**config.mk**
```make
export PLATFORM = sky130hd
export DESIGN_NAME = rand_seeder
export DESIGN_NICKNAME = d
export VERILOG_FILES = /design/src/rtl/rand_seeder.sv
export SDC_FILE = /design/constraint.sdc
export NUM_CORES = 1
export LEC_CHECK = 0
export CAP_MARGIN = 30
export CORE_MARGIN = 4
export CORE_UTILIZATION = 49
export CTS_CLUSTER_DIAMETER = 150
export DETAILED_ROUTE_END_ITERATION = 8
export PLACE_DENSITY = 0.8
export SYNTH_ARGS = -nofsm -noshare
export SYNTH_HDL_FRONTEND = slang
export SYNTH_SLANG_ARGS = --single-unit
```
**constraint.sdc**
```tcl
create_clock -name clk_i -period 3.1 [get_ports clk_i]
set_clock_uncertainty 0.15 [all_clocks]
set_input_delay 0.31 -clock clk_i [delete_from_list [all_inputs] [get_ports clk_i]]
set_output_delay 0.31 -clock clk_i [all_outputs]
set_load 0.03 [all_outputs]
```
**src/rtl/rand_seeder.sv**
```systemverilog
// rand_seeder: wishbone master writing stream select plus nonzero LFSR m_z/m_w seeds to every RNG stream, one idle gap after each ack
module rand_seeder #(
  parameter logic [31:0] RAND_ADDR = 32'hFDFF4000,
  parameter int NSTREAMS = 1024,
  parameter int GAP = 2,
  parameter int TIMEOUT = 255,
  parameter logic [31:0] LFSR_INIT = 32'hACE12468
) (
  input  logic        clk_i,
  input  logic        rst_i,
  input  logic        start_i,
  input  logic [31:0] seed_i,
  output logic        busy_o,
  output logic        done_o,
  output logic        err_o,
  output logic        cyc_o,
  output logic        stb_o,
  output logic        we_o,
  output logic [3:0]  sel_o,
  output logic [31:0] adr_o,
  output logic [31:0] dat_o,
  input  logic        ack_i
);
  localparam int TW = $clog2(TIMEOUT + 1);
  localparam int GW = GAP > 1 ? $clog2(GAP) : 1;
  localparam logic [9:0] LAST = 10'(NSTREAMS - 1);
  typedef enum logic [2:0] {S_IDLE, S_WR, S_GAP, S_DONE, S_ERR} state_t;
  typedef enum logic [1:0] {OP_STR, OP_Z, OP_W, OP_FIN} op_t;
  state_t state, state_n;
  op_t op, op_n;
  logic [9:0] stream, stream_n;
  logic [31:0] lfsr, lfsr_n, lfsr_step, seed_mix, adr_n, dat_n;
  logic [TW-1:0] tcnt, tcnt_n;
  logic [GW-1:0] gcnt, gcnt_n;
  logic busy_n, done_n, err_n, cyc_n;
  assign lfsr_step = {1'b0, lfsr[31:1]} ^ (lfsr[0] ? 32'h80200003 : 32'h0);
  assign seed_mix = LFSR_INIT ^ seed_i;
  assign stb_o = cyc_o;
  assign we_o = cyc_o;
  assign sel_o = {4{cyc_o}};
  always_ff @(posedge clk_i) begin
    if (rst_i) begin
      state <= S_IDLE;
      op <= OP_STR;
      stream <= '0;
      lfsr <= LFSR_INIT;
      tcnt <= '0;
      gcnt <= '0;
      busy_o <= 1'b0;
      done_o <= 1'b0;
      err_o <= 1'b0;
      cyc_o <= 1'b0;
      adr_o <= '0;
      dat_o <= '0;
    end else begin
      state <= state_n;
      op <= op_n;
      stream <= stream_n;
      lfsr <= lfsr_n;
      tcnt <= tcnt_n;
      gcnt <= gcnt_n;
      busy_o <= busy_n;
      done_o <= done_n;
      err_o <= err_n;
      cyc_o <= cyc_n;
      adr_o <= adr_n;
      dat_o <= dat_n;
    end
  end
  always_comb begin
    state_n = state;
    op_n = op;
    stream_n = stream;
    lfsr_n = lfsr;
    tcnt_n = tcnt;
    gcnt_n = gcnt;
    case (state)
      S_IDLE, S_ERR: if (start_i) begin
        state_n = S_WR;
        op_n = OP_STR;
        stream_n = '0;
        lfsr_n = seed_mix == 32'h0 ? 32'h1 : seed_mix;
        tcnt_n = '0;
      end
      S_WR: if (ack_i) begin
        state_n = S_GAP;
        gcnt_n = '0;
        lfsr_n = (op == OP_Z || op == OP_W) ? lfsr_step : lfsr;
      end else begin
        state_n = tcnt == TW'(TIMEOUT - 1) ? S_ERR : S_WR;
        tcnt_n = tcnt + 1'b1;
      end
      S_GAP: if (gcnt != GW'(GAP - 1)) gcnt_n = gcnt + 1'b1;
      else if (op == OP_FIN) state_n = S_DONE;
      else begin
        state_n = S_WR;
        tcnt_n = '0;
        op_n = op == OP_STR ? OP_Z : op == OP_Z ? OP_W : stream == LAST ? OP_FIN : OP_STR;
        stream_n = op != OP_W ? stream : stream == LAST ? 10'd0 : stream + 10'd1;
      end
      default: state_n = S_IDLE;
    endcase
  end
  always_comb begin
    cyc_n = state_n == S_WR;
    busy_n = state_n == S_WR || state_n == S_GAP;
    done_n = state_n == S_DONE;
    err_n = state_n == S_ERR;
    adr_n = !cyc_n ? 32'h0 : RAND_ADDR + (op_n == OP_Z ? 32'h8 : op_n == OP_W ? 32'hC : 32'h4);
    dat_n = !cyc_n || op_n == OP_FIN ? 32'h0 :
            op_n == OP_STR ? {22'h0, stream_n} :
            lfsr_n == 32'h0 ? 32'h1 : lfsr_n;
  end
endmodule
```
==> metrics.txt <==
n_diodes 0; Post-synth EDFFs 0; commonest non-fill, non-tap cells in the layout 95 x dfxtp_1, 95 x clkdlybuf4s50_1, 72 x nor2_1; Total Wirelength between 10 and 15 mm; RSZ-0062 raised after global routing no; Critical Path Source Type register; Overflow after GRT 0; Setup TNS 0 ns; share of layout cells above drive strength 1 a little under 8%; Reg power frac 50.2%; CTS tree yes; global-route wire length before repair ~17 mm; ANT nets after route 0; CTS buffer count 9; Via Count between 3k and 4k; Crit Path Max Fanout 22; slowest CP cell dfxtp_1; status complete, no violations; DRC Markers 0; Worst-path clk slew 0.09 ns; final RePlAce weighted congestion 0.913; crit path capture dat_o[24]; Leak Pwr 2.00 nW; minimum clock period 2.77 ns; P&R area growth vs syn 24.3%; worst rel slew slack 59.0%; crit path kind reg2reg; Hold Fails Final Rpt 0; DP Wirelength 8.06 mm; post-layout util 62.3%; Worst Path Required ~3.2 ns; Synth Warn # 0; worst-margin pin slew 0.607 ns; CP arrival just under 3 ns; chip width slightly above 100 microns; non-filler instance count after layout a little under 700; clock buffer depth 2; clock power share 30.0%; Multi-input gate area 0.00209 sq mm; Die Area between 0.01 and 0.015 sq mm; via-per-instance ratio ~5.6; placed insts 670; # rows 34; Initial Utilization roughly half; r2r startpoint state[1]; crit-path cells nand2b_1, or2_2, nor4_1, a21oi_1, ha_1, or3_4, nor2_1; WL/cell around 16 microns; R2R depth 7; main flop type after synthesis dfxtp_1; flip-flop and latch area 0.00190 sq mm; Slowest Stage Delay on Critical Path slightly below 0.6 ns; Slew Viols, Final 0; CTS Sinks 95; Internal Pwr Total roughly 0.0018 W; Synth Cell Area between 0.004 and 0.005 sq mm; core area slightly below 0.009 sq mm; Fmax between 0.3 and 0.4 GHz; pin count of the biggest net entering global routing 52; sequential area share after synthesis between 40% and 50%; Tightest Hold Check Type reg2reg; asr flop ratio synth 0%; register bit count reported by yosys 95; Reg2Reg Setup Slack 0.33 ns; Clock Latency Late Sink about 0.37 ns; nets@finish between 600 and 700; max cap viols 0; fin crit share between 80% and 90%; FILL cells 750; Avg Inst Size Synth around 8.7 sq um; critical path startpoint state[1]; initial antenna violation count 0; overall fraction of global-route tracks in use between 20% and 30%; Min Hold Slack between 0.3 and 0.4 ns; setup violators final 0; worst r2r dst dat_o[24]; CTS H-tree depth 3; logic gate share of total power 19.9%; Psw between 0.0008 and 0.0009 W; Netlist cell types 56; power density over cell area ~490 mW/mm^2; worst vdd ir a little under 0.0003 V; I/O pins 110; # port buffers 95; initial drt markers around 220; DRT Pass-1 Iters 5; Sw Ratio approximately 31%; crit end category register; Post-Synthesis Cells 502; root buffer cell clkbuf_8; Die Span Y slightly above 100 microns; number of global-route vias before repair around 3.6k
[layout make-up]
class                   count  share of cell area [%]
flip-flops and latches     95                    35.2
clock inverters             7                    1.23
clock buffers               9                    2.29
inverters                   8                   0.556
repair buffers            107                    19.5
multi-input cells         352                    38.8
well taps                 108                    2.50
[cell usage after synthesis, types with 10 or more instances]
library cell   n  area share (%)
nor2_1        73             6.3
a221o_1       13             3.0
a21oi_1       31             3.6
o21ai_0       12             1.4
nor3_1        13             1.5
dfxtp_1       95              44
nor2b_1       21             3.0
clkbuf_1      15             1.3
nand2_1       30             2.6
buf_4         35             6.0
nand3_1       10             1.2
nand4_1       10             1.4
nand2b_1      13             1.9
[through the flow]
step / power (W) / setup slack (ns) / area, sq um
after global routing: 0.00273 / 0.113 / 5410
after floorplan: 0.00171 / 0.660 / 4400
final: 0.00262 / 0.325 / 5410
after global placement: 0.00184 / 0.199 / 5210
after CTS: 0.00264 / 0.189 / 5400
after detailed placement: 0.00186 / 0.105 / 5210
[kinds of logic after synthesis]
family,Yosys count,synth area share [%]
AO/OA/AOI/OAI,103,16.9
AND/OR/NAND/NOR,216,25.5
flip-flops,95,43.7
XOR/XNOR,9,1.81
multiplexers,2,0.460
other,1,0.0862
adder cells (fa/ha/maj),8,2.30
buffers and inverters,68,9.27
[worst min path at each step]
| stage | from | endpoint | slack, ns | depth (start not counted) |
|---|---|---|---|---|
| detailed placement | tcnt[7] | tcnt[7] | 0.34 | 2 |
| global route | lfsr[30] | lfsr[30] | 0.39 | 2 |
| floorplan | tcnt[7] | tcnt[7] | 0.31 | 2 |
| global placement | tcnt[7] | tcnt[7] | 0.32 | 2 |
| finish | tcnt[7] | tcnt[7] | 0.35 | 2 |
| CTS | tcnt[7] | tcnt[7] | 0.35 | 2 |
[flip-flops by register name (all words and copies together) (netlist names), 2 cells and up]
name / cells
lfsr: 32
stream: 10
op: 2
dat_o: 32
state: 3
tcnt: 8
adr_o: 3
[per-layer routing]
layer / vias up / GRT usage, % / routed length [microns]
li1: 1868 / - / -
met1: 1794 / 27.6 / 4730
met2: 165 / 33.0 / 5040
met3: 23 / 3.96 / 783
met4: 0 / 9.28 / 250
met5: - / 0 / 0
[worst max-delay path: cells and delay by family, from the launching register on]
kind	cells	cell delay (ns)
compound gates	1	0.15
fa+ha+maj	1	0.25
flops	1	0.58
simple gates	5	1.56
[repair_timing]
item                                    CTS  global route
gates resized for setup                   0             1
endpoints found under the setup margin    0             1
buffers inserted                          0             0
hold buffers                              0             0
[power groups by stage]
stage	logic, W	registers [W]	clock network (W)
after global placement	0.000505	0.00134	0
after CTS	0.000519	0.00131	0.000803
final	0.000521	0.00131	0.000786
after global routing	0.000559	0.00132	0.000854
after floorplan	0.000364	0.00134	0
after detailed placement	0.000517	0.00134	0
No activity file was read; power rests on OpenSTA's default activity.
